## src/rtl/ic_tester_pkg.sv

```systemverilog
// Shared types and 7-segment constants for the IC tester operator front end.
// Active-low segment order is {g,f,e,d,c,b,a}.
package ic_tester_pkg;

  typedef enum logic [1:0] {
    IDLE  = 2'd0,
    ENTRY = 2'd1,
    READ  = 2'd2,
    HOLD  = 2'd3
  } state_t;

  localparam logic [6:0] SEG_0     = 7'b1000000;
  localparam logic [6:0] SEG_1     = 7'b1111001;
  localparam logic [6:0] SEG_2     = 7'b0100100;
  localparam logic [6:0] SEG_3     = 7'b0110000;
  localparam logic [6:0] SEG_4     = 7'b0011001;
  localparam logic [6:0] SEG_5     = 7'b0010010;
  localparam logic [6:0] SEG_6     = 7'b0000010;
  localparam logic [6:0] SEG_7     = 7'b1111000;
  localparam logic [6:0] SEG_8     = 7'b0000000;
  localparam logic [6:0] SEG_9     = 7'b0011000;
  localparam logic [6:0] SEG_BLANK = 7'b1111111;

  function automatic logic [6:0] bcd_to_seg(
    input logic [3:0] bcd
  );
    logic [6:0] seg;
    case (bcd)
      4'd0:    seg = SEG_0;
      4'd1:    seg = SEG_1;
      4'd2:    seg = SEG_2;
      4'd3:    seg = SEG_3;
      4'd4:    seg = SEG_4;
      4'd5:    seg = SEG_5;
      4'd6:    seg = SEG_6;
      4'd7:    seg = SEG_7;
      4'd8:    seg = SEG_8;
      4'd9:    seg = SEG_9;
      default: seg = SEG_BLANK;
    endcase
    return seg;
  endfunction

endpackage

```

## src/rtl/ic_number_entry_if.sv

```systemverilog
// Operator-side bundle: digit switch, raw keys, displays and confirm strobe.
// master = operator/board side, slave = number-entry block.
interface ic_number_entry_if;

  logic [3:0] sw_digit;
  logic       key_enter_n;
  logic       key_read_n;
  logic       key_clear_n;
  logic [6:0] HEX0;
  logic [6:0] HEX1;
  logic [6:0] HEX2;
  logic [6:0] HEX3;
  logic       ic_read;
  logic [2:0] digit_count;
  logic       entry_error;

  modport master (
    output sw_digit,
    output key_enter_n,
    output key_read_n,
    output key_clear_n,
    input  HEX0,
    input  HEX1,
    input  HEX2,
    input  HEX3,
    input  ic_read,
    input  digit_count,
    input  entry_error
  );

  modport slave (
    input  sw_digit,
    input  key_enter_n,
    input  key_read_n,
    input  key_clear_n,
    output HEX0,
    output HEX1,
    output HEX2,
    output HEX3,
    output ic_read,
    output digit_count,
    output entry_error
  );

endinterface

```

## src/rtl/key_debounce.sv

```systemverilog
// Push-button conditioner: 2-FF synchroniser, stable-level counter,
// and a single-cycle strobe on the accepted press (1->0) edge.
module key_debounce #(
  parameter int DEBOUNCE_CYCLES = 500000
) (
  input  logic clk,
  input  logic reset,
  input  logic key_n,
  output logic press
);

  localparam int CW = $clog2(DEBOUNCE_CYCLES + 1);

  logic          sync1;
  logic          sync2;
  logic          level;
  logic          level_d;
  logic [CW-1:0] cnt;

  // Counter only runs while the synchronised input disagrees with level
  always_ff @(posedge clk or posedge reset) begin
    if (reset) begin
      sync1   <= 1'b1;
      sync2   <= 1'b1;
      level   <= 1'b1;
      level_d <= 1'b1;
      cnt     <= '0;
    end else begin
      sync1   <= key_n;
      sync2   <= sync1;
      level_d <= level;
      if (sync2 == level) begin
        cnt <= '0;
      end else if (cnt == CW'(DEBOUNCE_CYCLES - 1)) begin
        level <= sync2;
        cnt   <= '0;
      end else begin
        cnt <= cnt + 1'b1;
      end
    end
  end

  assign press = level_d & ~level;

endmodule

```

## src/rtl/ic_number_entry.sv

```systemverilog
// IC tester number entry: up to 4 BCD digits, 7-seg display, confirm strobe.
// Define BLANK_LEADING_ZERO_EN to blank positions not yet entered.
import ic_tester_pkg::*;

module ic_number_entry #(
  parameter int DEBOUNCE_CYCLES   = 500000,
  parameter int READ_PULSE_CYCLES = 4
) (
  input  logic               clk,
  input  logic               reset,
  ic_number_entry_if.slave   bus
);

  localparam int PW = $clog2(READ_PULSE_CYCLES + 1);

`ifdef BLANK_LEADING_ZERO_EN
  localparam logic [6:0] HEX_EMPTY = SEG_BLANK;
`else
  localparam logic [6:0] HEX_EMPTY = SEG_0;
`endif

  logic en_ev;
  logic rd_ev;
  logic clr_ev;

  key_debounce #(.DEBOUNCE_CYCLES(DEBOUNCE_CYCLES)) u_enter (
    .clk   (clk),
    .reset (reset),
    .key_n (bus.key_enter_n),
    .press (en_ev)
  );

  key_debounce #(.DEBOUNCE_CYCLES(DEBOUNCE_CYCLES)) u_read (
    .clk   (clk),
    .reset (reset),
    .key_n (bus.key_read_n),
    .press (rd_ev)
  );

  key_debounce #(.DEBOUNCE_CYCLES(DEBOUNCE_CYCLES)) u_clear (
    .clk   (clk),
    .reset (reset),
    .key_n (bus.key_clear_n),
    .press (clr_ev)
  );

  state_t             state_q;
  state_t             state_d;
  logic [3:0][3:0]    dig_q;
  logic [3:0][3:0]    dig_d;
  logic [2:0]         cnt_q;
  logic [2:0]         cnt_d;
  logic [PW-1:0]      pc_q;
  logic [PW-1:0]      pc_d;
  logic               rd_q;
  logic               err_q;
  logic               err_d;
  logic [3:0][6:0]    hex_q;
  logic [3:0][6:0]    hex_d;

  // Clear outranks read, read outranks enter
  always_comb begin
    state_d = state_q;
    dig_d   = dig_q;
    cnt_d   = cnt_q;
    pc_d    = pc_q;
    err_d   = 1'b0;
    if (clr_ev) begin
      state_d = IDLE;
      dig_d   = '0;
      cnt_d   = '0;
      pc_d    = '0;
    end else begin
      unique case (state_q)
        IDLE, ENTRY: begin
          if (rd_ev) begin
            if (state_q == ENTRY) begin
              state_d = READ;
              pc_d    = '0;
            end else begin
              err_d = 1'b1;
            end
          end else if (en_ev) begin
            if (bus.sw_digit <= 4'd9) begin
              dig_d   = {dig_q[2:0], bus.sw_digit};
              state_d = ENTRY;
              if (cnt_q != 3'd4)
                cnt_d = cnt_q + 3'd1;
            end else begin
              err_d = 1'b1;
            end
          end
        end
        READ: begin
          if (pc_q == PW'(READ_PULSE_CYCLES - 1))
            state_d = HOLD;
          else
            pc_d = pc_q + 1'b1;
        end
        HOLD: begin
        end
        default: state_d = IDLE;
      endcase
    end
  end

  always_comb begin
    hex_d = '0;
    for (int i = 0; i < 4; i++) begin
      hex_d[i] = bcd_to_seg(dig_q[i]);
`ifdef BLANK_LEADING_ZERO_EN
      if (3'(i) >= cnt_q)
        hex_d[i] = SEG_BLANK;
`endif
    end
  end

  always_ff @(posedge clk or posedge reset) begin
    if (reset) begin
      state_q <= IDLE;
      dig_q   <= '0;
      cnt_q   <= '0;
      pc_q    <= '0;
      rd_q    <= 1'b0;
      err_q   <= 1'b0;
      hex_q   <= {4{HEX_EMPTY}};
    end else begin
      state_q <= state_d;
      dig_q   <= dig_d;
      cnt_q   <= cnt_d;
      pc_q    <= pc_d;
      rd_q    <= (state_d == READ);
      err_q   <= err_d;
      hex_q   <= hex_d;
    end
  end

  assign bus.HEX0        = hex_q[0];
  assign bus.HEX1        = hex_q[1];
  assign bus.HEX2        = hex_q[2];
  assign bus.HEX3        = hex_q[3];
  assign bus.ic_read     = rd_q;
  assign bus.digit_count = cnt_q;
  assign bus.entry_error = err_q;

endmodule
```

## src/flat_wrapper.sv

```systemverilog
// flat-port wrapper written by rule: the top's interface ports become plain ports
module ic_number_entry_flat 
#(
  parameter int DEBOUNCE_CYCLES   = 500000,
  parameter int READ_PULSE_CYCLES = 4
)
  (clk, reset, bus_sw_digit, bus_key_enter_n, bus_key_read_n, bus_key_clear_n, bus_HEX0, bus_HEX1, bus_HEX2, bus_HEX3, bus_ic_read, bus_digit_count, bus_entry_error);
  ic_number_entry_if bus_i ();
  input  logic clk;
  input  logic reset;
  input wire logic [$bits(bus_i.sw_digit)-1:0] bus_sw_digit;
  input wire logic [$bits(bus_i.key_enter_n)-1:0] bus_key_enter_n;
  input wire logic [$bits(bus_i.key_read_n)-1:0] bus_key_read_n;
  input wire logic [$bits(bus_i.key_clear_n)-1:0] bus_key_clear_n;
  output wire logic [$bits(bus_i.HEX0)-1:0] bus_HEX0;
  output wire logic [$bits(bus_i.HEX1)-1:0] bus_HEX1;
  output wire logic [$bits(bus_i.HEX2)-1:0] bus_HEX2;
  output wire logic [$bits(bus_i.HEX3)-1:0] bus_HEX3;
  output wire logic [$bits(bus_i.ic_read)-1:0] bus_ic_read;
  output wire logic [$bits(bus_i.digit_count)-1:0] bus_digit_count;
  output wire logic [$bits(bus_i.entry_error)-1:0] bus_entry_error;
  assign bus_i.sw_digit = bus_sw_digit;
  assign bus_i.key_enter_n = bus_key_enter_n;
  assign bus_i.key_read_n = bus_key_read_n;
  assign bus_i.key_clear_n = bus_key_clear_n;
  assign bus_HEX0 = bus_i.HEX0;
  assign bus_HEX1 = bus_i.HEX1;
  assign bus_HEX2 = bus_i.HEX2;
  assign bus_HEX3 = bus_i.HEX3;
  assign bus_ic_read = bus_i.ic_read;
  assign bus_digit_count = bus_i.digit_count;
  assign bus_entry_error = bus_i.entry_error;
  ic_number_entry #(.DEBOUNCE_CYCLES(DEBOUNCE_CYCLES), .READ_PULSE_CYCLES(READ_PULSE_CYCLES)) u_core (.clk(clk), .reset(reset), .bus(bus_i));
endmodule
```

## config.mk

```make
export PLATFORM = sky130hd
export DESIGN_NAME = ic_number_entry_flat
export DESIGN_NICKNAME = d
export VERILOG_FILES = /design/src/rtl/ic_tester_pkg.sv /design/src/rtl/ic_number_entry_if.sv /design/src/rtl/key_debounce.sv /design/src/rtl/ic_number_entry.sv /design/src/flat_wrapper.sv
export SDC_FILE = /design/constraint.sdc
export NUM_CORES = 1
export LEC_CHECK = 0
export BUFFER_PORTS_ARGS = -buffer_cell sky130_fd_sc_hd__buf_2
export CORE_MARGIN = 2
export CORE_UTILIZATION = 45
export CTS_CLUSTER_SIZE = 20
export DETAILED_ROUTE_END_ITERATION = 6
export GPL_TIMING_DRIVEN = 0
export RECOVER_POWER = 50
export SLEW_MARGIN = 20
export SYNTH_ARGS = -nofsm -noshare
export SYNTH_HDL_FRONTEND = slang
export SYNTH_SLANG_ARGS = --single-unit
```

## constraint.sdc

```tcl
create_clock -name clk -period 10 [get_ports clk]
set_clock_uncertainty 0.15 [all_clocks]
set_input_delay 0 -clock clk [delete_from_list [all_inputs] [get_ports clk]]
set_output_delay 0 -clock clk [all_outputs]
set_load 0.02 [all_outputs]
```

==> After elaboration in Yosys (flattened, before gate mapping) <==
Memory sizes are Yosys's and may differ from the RTL's. A register that Yosys moved wholly into a read port is not among the register bits.
Cells that the tools add are included.
{ "op_classes": {"addsub": 5, "order_cmp": 1, "eq_ne": 15, "mux": 35, "bitwise_logic": 9, "reduce_logical": 13} }
{ "ops": {"columns": ["operator", "n"], "rows": [
  ["$mux W19", 6],
  ["$mux W16", 5],
  ["$add A19 B1 Y19 const B", 3],
  ["$eq A19 B19 Y1 const B", 3],
  ["$mux W3", 10],
  ["$mux W2", 6],
  ["$reduce_and A4 Y1", 2],
  ["$reduce_bool A2 Y1", 4],
  ["$add A3 B1 Y3 const B", 2],
  ["$mux W1", 6],
  ["$ne A3 B1 Y1 const B", 2],
  ["$not A1 Y1", 6],
  ["$pmux W3 S2", 1],
  ["$reduce_and A2 Y1", 3],
  ["$reduce_and A5 Y1", 1],
  ["$eq A2 B2 Y1 const B", 2],
  ["$le A4 B4 Y1 const B", 1],
  ["$pmux W2 S2", 1],
  ["$and A1 B1 Y1", 3],
  ["$eq A1 B1 Y1", 3],
  ["$eq A3 B2 Y1 const B", 1],
  ["$ne A3 B2 Y1 const B", 1],
  ["$ne A3 B3 Y1 const B", 1],
  ["$reduce_bool A3 Y1", 1],
  ["other kinds (4)", 4]
]} }
{ "word_totals": {"regBits": 95, "mem_bits_ro": 448, "inputBits": 9, "out_inout_bits": 33, "memories": 4} }
{ "memory_table": {"columns": ["name", "words", "word_bits", "rd", "rd_ports_with_merged_regs", "wr", "line", "text"], "rows": [
  ["(no name shown)", 16, 7, 1, 1, 0, "ic_tester_pkg.sv:28", "case (bcd)"],
  ["(no name shown)", 16, 7, 1, 1, 0, "ic_tester_pkg.sv:28", null],
  ["(no name shown)", 16, 7, 1, 1, 0, "ic_tester_pkg.sv:28", null],
  ["(no name shown)", 16, 7, 1, 1, 0, "ic_tester_pkg.sv:28", null]
]} }

==> Longest topological paths before layout <==
Gate-level depths: netlist of run 1.
{ "depth": {"depth_word": 7, "depth_mapped": 6, "depth_no_buf": 6} }

==> Cells and area by module <==
A second synthesis of run 1 with hierarchy kept.
{ "hier_totals": {"hier_cells": 607, "area_unflattened_um2": 6162.2} }
{ "modules_own_cells": {"columns": ["mod", "n_inst", "cells_each", "area_per_inst_um2"], "rows": [
  ["key_debounce", 3, 105, 1127.3],
  ["ic_number_entry", 1, 292, 2780.2]
]} }

==> Worst setup path before layout of run 1 <==
No wires, ideal clock.
{ "synth_timing": {"path_type": "reg2reg", "start": "reg u_core.u_enter.cnt[12]", "end": "reg u_core.u_enter.cnt[10]", "arrival_time_ns": 1.854, "slack_ns": 7.877, "path_stages_with_launch": 6, "cell_sequence": "dfrtp_1 > or4_1 > or4_4 > o21ai_4 > buf_6 > nor2_1"} }
{ "synth_via": {"elab_chain_cells": 3} }
{ "synth_lines": {"columns": ["item", "line", "text"], "rows": [
  ["start: declaration", "key_debounce.sv:18", "logic [CW-1:0] cnt;"],
  ["start signal: assignment", "key_debounce.sv:38", "cnt <= cnt + 1'b1;"],
  ["$eq A19 B19 Y1", "key_debounce.sv:34", "end else if (cnt == CW'(DEBOUNCE_CYCLES - 1)) begin"],
  ["$mux W19", "key_debounce.sv:34", null],
  ["$mux W19", "key_debounce.sv:32", "if (sync2 == level) begin"]
]} }
Every way passes these cells.
A chain may end at the register's enable or synchronous reset.

==> Worst setup path in the final report of run 1 <==
{ "layout_timing": {"start": "reg u_core.u_read.cnt[0]", "end": "reg u_core.u_read.cnt[7]"} }
{ "layout_via": {"elab_chain_cells": 3, "word_cells_on_any_way": 4} }
{ "layout_lines": {"columns": ["item", "line"], "rows": [
  ["start: declaration", "key_debounce.sv:18"],
  ["start signal: assignment", "key_debounce.sv:38"],
  ["$add A19 B1 Y19 / $eq A19 B19 Y1 (equally long branches)", "key_debounce.sv:38, key_debounce.sv:34"],
  ["$mux W19 (*)", "key_debounce.sv:34"],
  ["$mux W19 (*)", "key_debounce.sv:32"]
]} }
Every way passes the cells marked *; elsewhere a longest branch is shown, timed or not.

==> summary.txt, run 1 <==
Outcome
  – Outcome: finished, violations left
  – Failing checks: capacitance limit, slew limit

Floorplan
  – Rows: 42
  – Boundary Pins: 42
  – DIE AREA: approximately 14000 sq um
  – Core footprint: 13100 sq um
  – Die W: about 120 um
  – Die height: 119 um
  – Initial Utilization: 0.455

Yosys
  – Synth warn: 0
  – Sequential area share after synthesis: 0.521
  – Post-synthesis instance total: 588
  – Mean post-synth cell area: 10.1 sq um
  – #FFs+latches synth: about 120
  – Top-count cell post-synth: dfrtp_1
  – Async SR Flop Fraction: 1.00
  – Yosys top cell area share: 0.450
  – Ys flop type: dfrtp_1
  – Mapped cell area: about 6000 sq um
  – Post-synth EDFFs: 0
  – Synth top cells by count: dfrtp_1, nor2_1, a21oi_1, nand2_1, o21ai_0
  – Net Count, Synth: 624
  – Dominant cell type by area after synthesis: dfrtp_1
  – Top cells by area, synth: dfrtp_1, dfstp_2, ha_1
  – Synth cell types: 51

Worst setup path
  – Crit. End Element: flop
  – Worst Setup Start Kind: flop
  – CP required: 10.13 ns
  – Critical path class: flop to flop
  – Crit path max-delay cell type: o31ai_2
  – Worst path arrival time: 2.65 ns
  – Worst path buffer plus inverter count: 1
  – Maximum fanout along the worst path: 10
  – Crit-path cells: ha_1 > and4_1 > nand3_1 > o31ai_2 > clkbuf_1 > nor2_1
  – Crit-path leading delay family: simple AND/OR/NAND/NOR gates
  – Largest stage delay, worst path: ~0.58 ns

Timing
  – Max Freq: ~400 MHz
  – Worst-margin pin slew: 1.98 ns
  – Setup TNS: 0 ns
  – Slew HR: -0.330
  – Crit share post-route: 0.252
  – Final setup viols: 0
  – RSZ-0062 raised after global routing: no
  – Fin. max-slew vios: 45
  – Final Hold Violating Endpoints: 0
  – Tmin final: 2.52 ns

Placement
  – Dpl cell area: 6410 sq um
  – DP HPWL: 7.56 mm
  – Port bufs: 41
  – Gpl congestion: 0.844
  – Placed Instances: ~810

Layout
  – FILL cells: ~1200
  – Final nets: 693
  – Post-route insts no fill: 845
  – Cell area after layout: 6970 sq um
  – Antenna cells: 0
  – Area Growth Syn to Fin: 17.2%
  – Post-layout util: 0.533
  – Layout cells sized above 1: 0.118

Power
  – Flop pwr share: 0.472
  – Switching share of power: 0.207
  – Comb pwr share: 0.025
  – Power density over the cells: 154 nW/um^2
  – Leakage: 2.96 nW
  – P_int: 853 uW
  – Power share of the clock group: 0.503
  – Switching power total: approximately 220 uW
  – VDD IR max: 0.000128 V

Route
  – Antenna-violating nets left: 0
  – Via/cell ratio: 5.25
  – Via count: 4434
  – Detailed-route DRC error count: 0
  – Drt pass-1 iters: 4
  – WL/cell: 13.1 um
  – Routed WL: roughly 11 mm
  – Initial DRC count: 276

Global routing
  – Grt ovf: 0
  – Total GRT Usage: 0.170
  – Initial antenna violation count: 0
  – Vias in the first global route: approximately 4300
  – First-pass GRT wire length: 19.6 mm
  – Pin count of the biggest net entering global routing: 80

Job
  – MaxCap Viol Count: 1

Clock tree
  – Post-CTS Resized: 0
  – Clk buf depth: 2
  – Num CTS Buffers: 17
  – Htree depth: 4
  – Root buf cell: clkbuf_16
  – Sink Count: 123
  – Setup bufs post-CTS: 0
  – Latest clock arrival within the worst-skew pair: 0.42 ns
  – CTS tree: yes
  – Post-cts hold buffer count: 8
  – Clock slew at reported path FFs: around 0.05 ns

Hold path
  – Hold/Removal Path Class: input port to flop
## power by group through the flow
| stage | Sequential, mW | Clock (mW) | Combinational, mW |
|---|---|---|---|
| 6_report | 0.508 | 0.541 | 0.0272 |
| 5_1_grt | 0.508 | 0.580 | 0.0316 |
| 4_1_cts | 0.508 | 0.553 | 0.0287 |
| 3_5_place_dp | 0.516 | 0 | 0.0262 |
| 3_3_place_gp | 0.516 | 0 | 0.0243 |
| 2_1_floorplan | 0.515 | 0 | 0.0174 |
## state kept, by name, indices dropped and copies added (netlist names), 2 cells and up
signal and flops:
u_core.u_enter.cnt 19, u_core.bus.HEX3 7, u_core.bus.HEX0 7, u_core.bus.HEX2 7, u_core.dig_q 16, u_core.state_q 2
u_core.bus.HEX1 7, u_core.bus.digit_count 3, u_core.u_clear.cnt 19, u_core.pc_q 3, u_core.u_read.cnt 19
## per-stage QoR
| step | worst slack [ns] | power, mW | hold WS (ns) |
|---|---|---|---|
| 3_5_place_dp | 7.41 | 0.542 | -0.102 |
| 4_1_cts | 7.42 | 1.09 | 0.000855 |
| 3_3_place_gp | 5.23 | 0.540 | -0.0437 |
| 2_1_floorplan | 6.61 | 0.532 | -0.146 |
| 5_1_grt | 7.19 | 1.12 | 0.0720 |
| 6_report | 7.48 | 1.08 | 0.0735 |
## logic make-up (layout without fill, tap and decap cells)
group	count (synthesis)	count (layout)	synth area share
compound gates	98	98	0.0976
xor+xnor	39	39	0.0574
fa+ha+maj	27	27	0.0568
buf+inv	43	124	0.0297
flops	123	123	0.521
mux	20	20	0.0343
simple gates	238	238	0.203
## cell usage in the layout, fill, tap and decap left out, drive strengths merged, types with 2 or more instances in the layout
cell type,Yosys,final
a21oi,38,38
a22oi,2,2
a311oi,2,2
a31oi,5,5
and2,6,6
and3,2,2
and4,5,5
buf,5,20
clkbuf,13,69
clkinv,0,2
dfrtp,107,107
dfstp,16,16
dlygate4sd3,0,8
ha,27,27
inv,25,24
mux2,3,3
mux2i,17,17
nand2,37,37
nand2b,8,8
nand3,23,23
nand4,13,13
nand4b,2,2
nor2,85,85
nor2b,4,4
nor3,11,11
nor3b,2,2
nor4,10,10
o21a,3,3
o21ai,37,37
o31ai,6,6
o41ai,2,2
or2,5,5
or3,9,9
or4,8,8
or4b,3,3
xnor2,22,22
xor2,17,17
## final timing paths
check                                     startpoint              endpoint  slack [ns]  cells after the start
worst max-delay path            u_core.u_read.cnt[0]  u_core.u_read.cnt[7]        7.48                      6
max in group asynchronous                      reset    u_core.bus.HEX1[6]        8.12                      4
worst min register to register  u_core.u_enter.sync1  u_core.u_enter.sync2        0.20                      0
worst max register to register  u_core.u_read.cnt[0]  u_core.u_read.cnt[7]        7.48                      6
worst min-delay path                 bus_key_clear_n  u_core.u_clear.sync1        0.07                      2
min in group asynchronous                      reset  u_core.u_read.cnt[8]        0.49                      3
## metal layers
| metal | up-vias | track usage | share of wire |
|---|---|---|---|
| li1 | 2189 | - | - |
| met1 | 2145 | 0.214 | 0.47 |
| met2 | 78 | 0.278 | 0.47 |
| met3 | 22 | 0.0460 | 0.038 |
| met4 | 0 | 0.0714 | 0.020 |
| met5 | - | 0 | 0 |
## area by class of cell
cell class                 instances  area, sq um  share of cell area
sequential                       123         3100               0.444
multi-input combinational        422         2670               0.384
clock buffer                      29          510              0.0732
timing repair buffer              50          280              0.0402
tap                              176          220              0.0316
inverter                          25         95.1              0.0136
buffer                            18         82.6              0.0118
clock inverter                     2         10.0             0.00144
No activity file was read; power rests on OpenSTA's default activity.
==> run 2, diff against run 1 <==
- clock period: 10 -> 2.28 ns (I/O delays scaled with it)
==> summary.txt, run 2 (synthesis gave the netlist of run 1 again) <==
Worst setup path
  – Largest stage delay, worst path: 0.55 ns (-0.03 ns)
  – CP startpoint: u_core.u_enter.cnt[11]
  – Worst setup path endpoint: u_core.u_enter.cnt[14]
  – Critical R2R Launch: u_core.u_enter.cnt[11]
  – Maximum fanout along the worst path: 5 (-5)
  – Crit. End Element: flop
  – Critical path class: flop to flop
  – R2r setup slk: 0.1 ns (-7.38 ns)
  – CP required: 2.43 ns (-7.70 ns)
  – Worst path arrival time: 2.33 ns (-0.32 ns)
  – Crit path max-delay cell type: or4_4
  – Crit-path cells: or4_1 > or4_4 > o21ai_4 > buf_4 > a21oi_1
  – Worst Setup Start Kind: flop
  – R2R Path End: u_core.u_enter.cnt[14]
  – Reg2Reg Depth: 5 (-1)

Placement
  – DP HPWL: 7.91 mm (+4.6%)
  – Port bufs: 41 (unchanged)
  – Gpl congestion: 0.843 (-0.13%)

Power
  – VDD IR max: 0.000507 V (+300%)
  – P_int: 3.93 mW (+360%)
  – Power density over the cells: 690 nW/um^2 (+350%)
  – Power share of the clock group: 0.520 (+0.017)
  – Comb pwr share: 0.027 (+0.002)
  – Leakage: 3.03 nW (+2.6%)
  – Flop pwr share: 0.452 (-0.020)
  – Switching power total: 993 uW (+350%)
  – Switching share of power: 0.202 (-0.00525)

Floorplan
  – Die W: 119 um (unchanged)
  – Core footprint: 13100 sq um (unchanged)
  – Initial Utilization: 0.455 (unchanged)
  – Boundary Pins: 42 (unchanged)
  – Die height: 119 um (unchanged)
  – Rows: 42 (unchanged)
  – DIE AREA: 14200 sq um (unchanged)

Route
  – Antenna-violating nets left: 0 (unchanged)
  – WL/cell: 13.4 um (+2.4%)
  – DR top layer: met4
  – Met2 WL: 5.58 mm (+6.5%)
  – Routed WL: 11.5 mm (+4.2%)
  – Via/cell ratio: 5.18 (-1.3%)
  – Detailed-route DRC error count: 0 (unchanged)
  – Via count: 4456 (+0.50%)
  – Met1 wire length: 5.34 mm (+2.6%)
  – Initial DRC count: 261 (-5.4%)
  – Drt pass-1 iters: 4 (unchanged)
  – Met3 WL: 432 um (+3.8%)

Timing
  – Final setup viols: 0 (unchanged)
  – Slew HR: 0.523 (+0.853)
  – Crit share post-route: 0.958 (+0.706)
  – Setup TNS: 0 ns (unchanged)
  – Worst-margin pin slew: 0.715 ns (-1.27 ns)
  – Fin. max-slew vios: 0 (-100%)
  – RSZ-0062 raised after global routing: no
  – Max Freq: 458 MHz (+15%)
  – Final Hold Violating Endpoints: 0 (unchanged)
  – Tmin final: 2.18 ns (-0.336 ns)

Clock tree
  – Latest clock arrival within the worst-skew pair: 0.42 ns (about the same)
  – Root buf cell: clkbuf_16
  – Sink Count: 123 (unchanged)
  – Clock slew at reported path FFs: 0.05 ns (about the same)
  – Htree depth: 4 (unchanged)
  – Clk buf depth: 2 (unchanged)
  – Num CTS Buffers: 17 (unchanged)
  – CTS tree: yes

Layout
  – Commonest non-fill, non-tap cell in the layout: dfrtp_1
  – Antenna cells: 0 (unchanged)
  – Largest registers: u_core.u_clear.cnt x19, u_core.u_enter.cnt x19, u_core.u_read.cnt x19
  – Final nets: 707 (+2.0%)
  – Most frequent cells in the layout: dfrtp_1, nor2_1, clkbuf_1
  – Layout cells sized above 1: 0.132 (+0.0135)
  – Area Growth Syn to Fin: 20.1%
  – Post-layout util: 0.546 (+0.0132)

Global routing
  – Vias in the first global route: 4322 (+0.30%)
  – Grt ovf: 0 (unchanged)
  – Total GRT Usage: 0.175 (+0.00524)
  – First-pass GRT wire length: 20.0 mm (+2.0%)
  – Pin count of the biggest net entering global routing: 35 (-56%)
  – Initial antenna violation count: 0 (unchanged)

Job
  – MaxCap Viol Count: 0 (-1)

Outcome
  – Outcome: finished, final reports clean

Hold path
  – Hold/Removal Path Class: input port to flop
## run 2: cell types whose count changed in the layout (fill, tap and decap cells not counted), moves of 2 or more
| cell | change |
|---|---|
| clkbuf_8 | +2 |
| buf_2 | -7 |
| buf_4 | +11 |
| and2_0 | +2 |
| and2_1 | -2 |
| buf_12 | +2 |
| clkbuf_4 | +2 |
| clkbuf_1 | +5 |
## run 2: layout make-up
cell class | count | area (sq um)
fill | 1186 | 5940
sequential | 123 | 3100
multi-input combinational | 422 | 2690
clock buffer | 30 | 534
timing repair buffer | 64 | 379
tap | 176 | 220
inverter | 25 | 95.1
buffer | 18 | 91.3
clock inverter | 2 | 35.0
## run 2: repair_timing
item	4_1_cts	5_1_grt
cloned	0	0
buffers inserted	3	7
hold endpoints to repair	120	0
gates resized for setup	2	7
hold buffers	9	0
pin swaps	3	3
setup endpoints to repair	14	23
## run 2: power groups by stage
stage	Sequential, mW	Clock (mW)	Combinational, mW
2_1_floorplan	2.26	0	0.0767
3_3_place_gp	2.26	0	0.107
3_5_place_dp	2.26	0	0.128
4_1_cts	2.23	2.63	0.145
5_1_grt	2.23	2.73	0.156
6_report	2.23	2.56	0.135
## run 2: worst min-delay path by stage
stage | start | to | depth (start not counted)
floorplan | bus_key_clear_n | u_core.u_clear.sync1 | 0
global route | bus_key_clear_n | u_core.u_clear.sync1 | 2
global placement | bus_key_enter_n | u_core.u_enter.sync1 | 1
detailed placement | reset | u_core.u_clear.cnt[16] | 2
CTS | bus_key_enter_n | u_core.u_enter.sync1 | 2
finish | bus_key_enter_n | u_core.u_enter.sync1 | 2
## run 2: metrics by stage
stage | power (mW) | cell area [sq um] | setup WS [ns] | hold slack (ns) | instances
6_report | 4.93 | 7140 | 0.0962 | 0.0682 | 860
5_1_grt | 5.11 | 7140 | 0.00895 | 0.0669 | 860
4_1_cts | 5.00 | 7160 | 0.0196 | 0.0535 | 853
3_5_place_dp | 2.39 | 6460 | -0.296 | -0.160 | 809
3_3_place_gp | 2.37 | 6380 | -0.250 | -0.0442 | 805
2_1_floorplan | 2.34 | 5950 | 0.157 | -0.146 | 588
## run 2: per-layer routing
layer	track usage	vias to the layer above
met5	0	-
met4	0.0789	0
met3	0.0474	17
met2	0.282	77
met1	0.222	2144
li1	-	2218
## run 2: critical path: cells and delay by family, from the launching register on
family                 cells  cell delay [ns]
AO/OA/AOI/OAI              2             0.24
buffers and inverters      1             0.16
flip-flops                 1             0.42
AND/OR/NAND/NOR            2             1.07
==> run 3, diff against run 2 <==
- SYNTH_HIERARCHICAL: unset -> 1
==> summary.txt, run 3 <==
Yosys
  – Post-synth EDFFs: 0 (unchanged)
  – Synth cell types: 52 (+2.0%)
  – Ys flop type: dfrtp_1
  – Dominant cell type by area after synthesis: dfrtp_1
  – Sequential area share after synthesis: 0.503 (-0.0181)
  – Post-Synth XOR/XNOR Area: 0.0640 (+0.00653)
  – Mux contribution to synthesized area: 0.0162 (-0.0180)
  – #FFs+latches synth: 123 (unchanged)
  – Async SR Flop Fraction: 1.00 (unchanged)
  – Top-count cell post-synth: dfrtp_1
  – Yosys top cell area share: 0.435 (-0.0156)
  – Simple-gate share of the synthesized area: 0.212 (+0.00857)
  – Synth Area in Compound Gates: 0.103 (+0.00494)
  – Synth warn: 6 (+6)
  – Mean post-synth cell area: 10.2 sq um (+0.35%)
  – Net Count, Synth: 643 (+3.0%)
  – Top cells by area, synth: dfrtp_1, dfstp_2, ha_1
  – Adder-Cell Fraction of Synth Area: 0.0548 (-0.00197)
  – Synth top cells by count: dfrtp_1, nor2_1, o21ai_0, a21oi_1, nand3_1
  – Post-synthesis instance total: 607 (+3.2%)
  – Mapped cell area: 6160 sq um (+3.6%)
  – Largest family of logic cells by synthesized area: simple AND/OR/NAND/NOR gates

Worst setup path
  – Critical path class: flop to flop
  – CP required: 2.42 ns (about the same)
  – Crit. End Element: flop
  – Reg2Reg Depth: 6 (+1)
  – Worst path arrival time: 2.26 ns (-0.07 ns)
  – Maximum fanout along the worst path: 9 (+4)
  – Worst Setup Start Kind: flop

Floorplan
  – DIE AREA: 14600 sq um (+3.5%)
  – Core footprint: 13300 sq um (+1.6%)
  – Die W: 121 um (+1.7%)
  – Rows: 42 (unchanged)
  – Boundary Pins: 42 (unchanged)
  – Initial Utilization: 0.463 (+0.00891)
  – Die height: 121 um (+1.7%)

Power
  – Pwr Total: 5.05 mW (+2.5%)
  – Power density over the cells: 697 nW/um^2 (+1.1%)
  – VDD IR max: 0.000505 V (-0.43%)
  – Leakage: 3.11 nW (+2.7%)

Clock tree
  – Root buf cell: clkbuf_16
  – Setup bufs post-CTS: 0 (-3)
  – CTS tree: yes
  – Sink Count: 123 (unchanged)
  – Clk buf depth: 2 (unchanged)
  – Htree depth: 4 (unchanged)
  – Num CTS Buffers: 17 (unchanged)
  – Latest clock arrival within the worst-skew pair: 0.41 ns (about the same)
  – Clock slew at reported path FFs: 0.05 ns (about the same)

Layout
  – FILL cells: 1170 (-1.3%)
  – Antenna cells: 0 (unchanged)
  – Largest registers: u_core/u_clear/cnt x19, u_core/u_enter/cnt x19, u_core/u_read/cnt x19
  – Layout cells sized above 1: 0.120 (-0.0111)
  – Most frequent cells in the layout: dfrtp_1, nor2_1, clkbuf_1
  – Area Growth Syn to Fin: 17.5%
  – Commonest non-fill, non-tap cell in the layout: dfrtp_1
  – Final nets: 712 (+0.71%)

Timing
  – Crit share post-route: 0.931 (-0.0272)
  – Setup TNS: 0 ns (unchanged)
  – Fin. max-slew vios: 0 (unchanged)
  – Worst-margin pin slew: 0.955 ns (+0.240 ns)
  – Slew HR: 0.363 (-0.161)
  – Tmin final: 2.12 ns (-0.0620 ns)
  – Max Freq: 471 MHz (+2.9%)
  – Final setup viols: 0 (unchanged)
  – RSZ-0062 raised after global routing: no
  – Final Hold Violating Endpoints: 0 (unchanged)

Route
  – Routed WL: 11.9 mm (+3.3%)
  – Drt pass-1 iters: 5 (+1)
  – WL/cell: 13.8 um (+2.7%)
  – Detailed-route DRC error count: 0 (unchanged)
  – Via count: 4564 (+2.4%)
  – Via/cell ratio: 5.28 (+1.8%)
  – Antenna-violating nets left: 0 (unchanged)
  – Initial DRC count: 294 (+13%)

Global routing
  – Total GRT Usage: 0.180 (+0.00476)
  – Vias in the first global route: 4509 (+4.3%)
  – Pin count of the biggest net entering global routing: 30 (-14%)
  – Initial antenna violation count: 0 (unchanged)
  – First-pass GRT wire length: 21.0 mm (+5.2%)
  – Grt ovf: 0 (unchanged)

Job
  – MaxCap Viol Count: 0 (unchanged)

Placement
  – Port bufs: 41 (unchanged)
  – Gpl congestion: 0.824 (-2.2%)
  – DP HPWL: 8.16 mm (+3.2%)

Hold path
  – Hold Crit Depth: 2 (unchanged)
  – Hold/Removal Path Class: input port to flop

Outcome
  – Outcome: finished, final reports clean
-- run 3: cell count changes after synthesis, moves of 6 or more --
cell	before	now
nand3_1	23	38
and3_1	2	9
xor2_1	17	24
nor2_1	85	68
or4b_1	0	6
mux2i_1	17	1
nand2_1	37	26
nand2b_1	8	16
a21oi_1	38	44
o21ai_0	36	49
-- run 3: layer usage --
metal / share of wire / global-route usage / wire [um]
met1: 0.46 / 0.234 / 5520
met5: 0 / 0 / 0
met2: 0.48 / 0.290 / 5740
met4: 0.013 / 0.0683 / 151
met3: 0.043 / 0.0465 / 510
-- run 3: critical path, stage by stage (launching register included) --
cell      delay [ns]
dfstp_1         0.58
nor2b_1         0.08
buf_6           0.14
or3b_1          0.37
buf_6           0.15
a211oi_4        0.20
mux2_1          0.34
-- run 3: layout make-up --
type	instances	area, sq um	area share
Sequential cell	123	3100	0.428
Multi-Input combinational cell	430	2780	0.384
Clock buffer	26	519	0.0717
Timing Repair Buffer	50	248	0.0342
Tap cell	176	220	0.0304
Buffer	29	200	0.0277
Inverter	25	93.8	0.0130
Clock inverter	6	82.6	0.0114
-- run 3: path summary, 6_finish.rpt --
check / startpoint / endpoint / slack [ns]
min in group asynchronous: reset / u_core/u_clear/cnt[13] / 0.22
hold / removal: bus_key_read_n / u_core/u_read/sync1 / 0.08
setup / recovery: u_core/u_read/level / u_core/bus.digit_count[0] / 0.16
setup reg to reg: u_core/u_read/level / u_core/bus.digit_count[0] / 0.16
max in group asynchronous: reset / u_core/bus.HEX0[0] / 0.49
hold reg to reg: u_core/u_read/sync1 / u_core/u_read/sync2 / 0.20
-- run 3: what timing repair did --
action                     CTS  global route
hold buffers                 8             0
resized for setup            0             1
setup endpoints to repair    0             1
hold endpoints to repair   116             0
-- run 3: metrics by stage --
| step | hold WS (ns) | utilization | std cells | setup slack, ns | instance area [sq um] |
|---|---|---|---|---|---|
| after detailed placement | -0.0432 | 0.497 | 825 | 0.140 | 6610 |
| after floorplan | -0.151 | - | 607 | 0.298 | 6160 |
| after global placement | -0.0451 | 0.495 | 824 | 0.123 | 6590 |
| final | 0.0766 | 0.544 | 865 | 0.158 | 7240 |
| after global routing | 0.0781 | 0.544 | 865 | 0.0541 | 7240 |
| after CTS | 0.0583 | 0.548 | 865 | 0.123 | 7290 |
-- run 3: where the power goes --
group          leakage, nW  total [mW]  internal, mW  switching, mW
Combinational         1.17       0.136        0.0478         0.0881
Sequential            1.65        2.23          2.21         0.0163
Clock                0.296        2.69          1.78          0.908
-- run 3: logic make-up (layout without fill, tap and decap cells) --
family | count (synthesis) | in the layout
XOR/XNOR | 45 | 45
AND/OR/NAND/NOR | 237 | 237
multiplexers | 8 | 8
buffers and inverters | 54 | 136
adder cells (fa/ha/maj) | 27 | 27
flip-flops | 123 | 123
AO/OA/AOI/OAI | 113 | 113
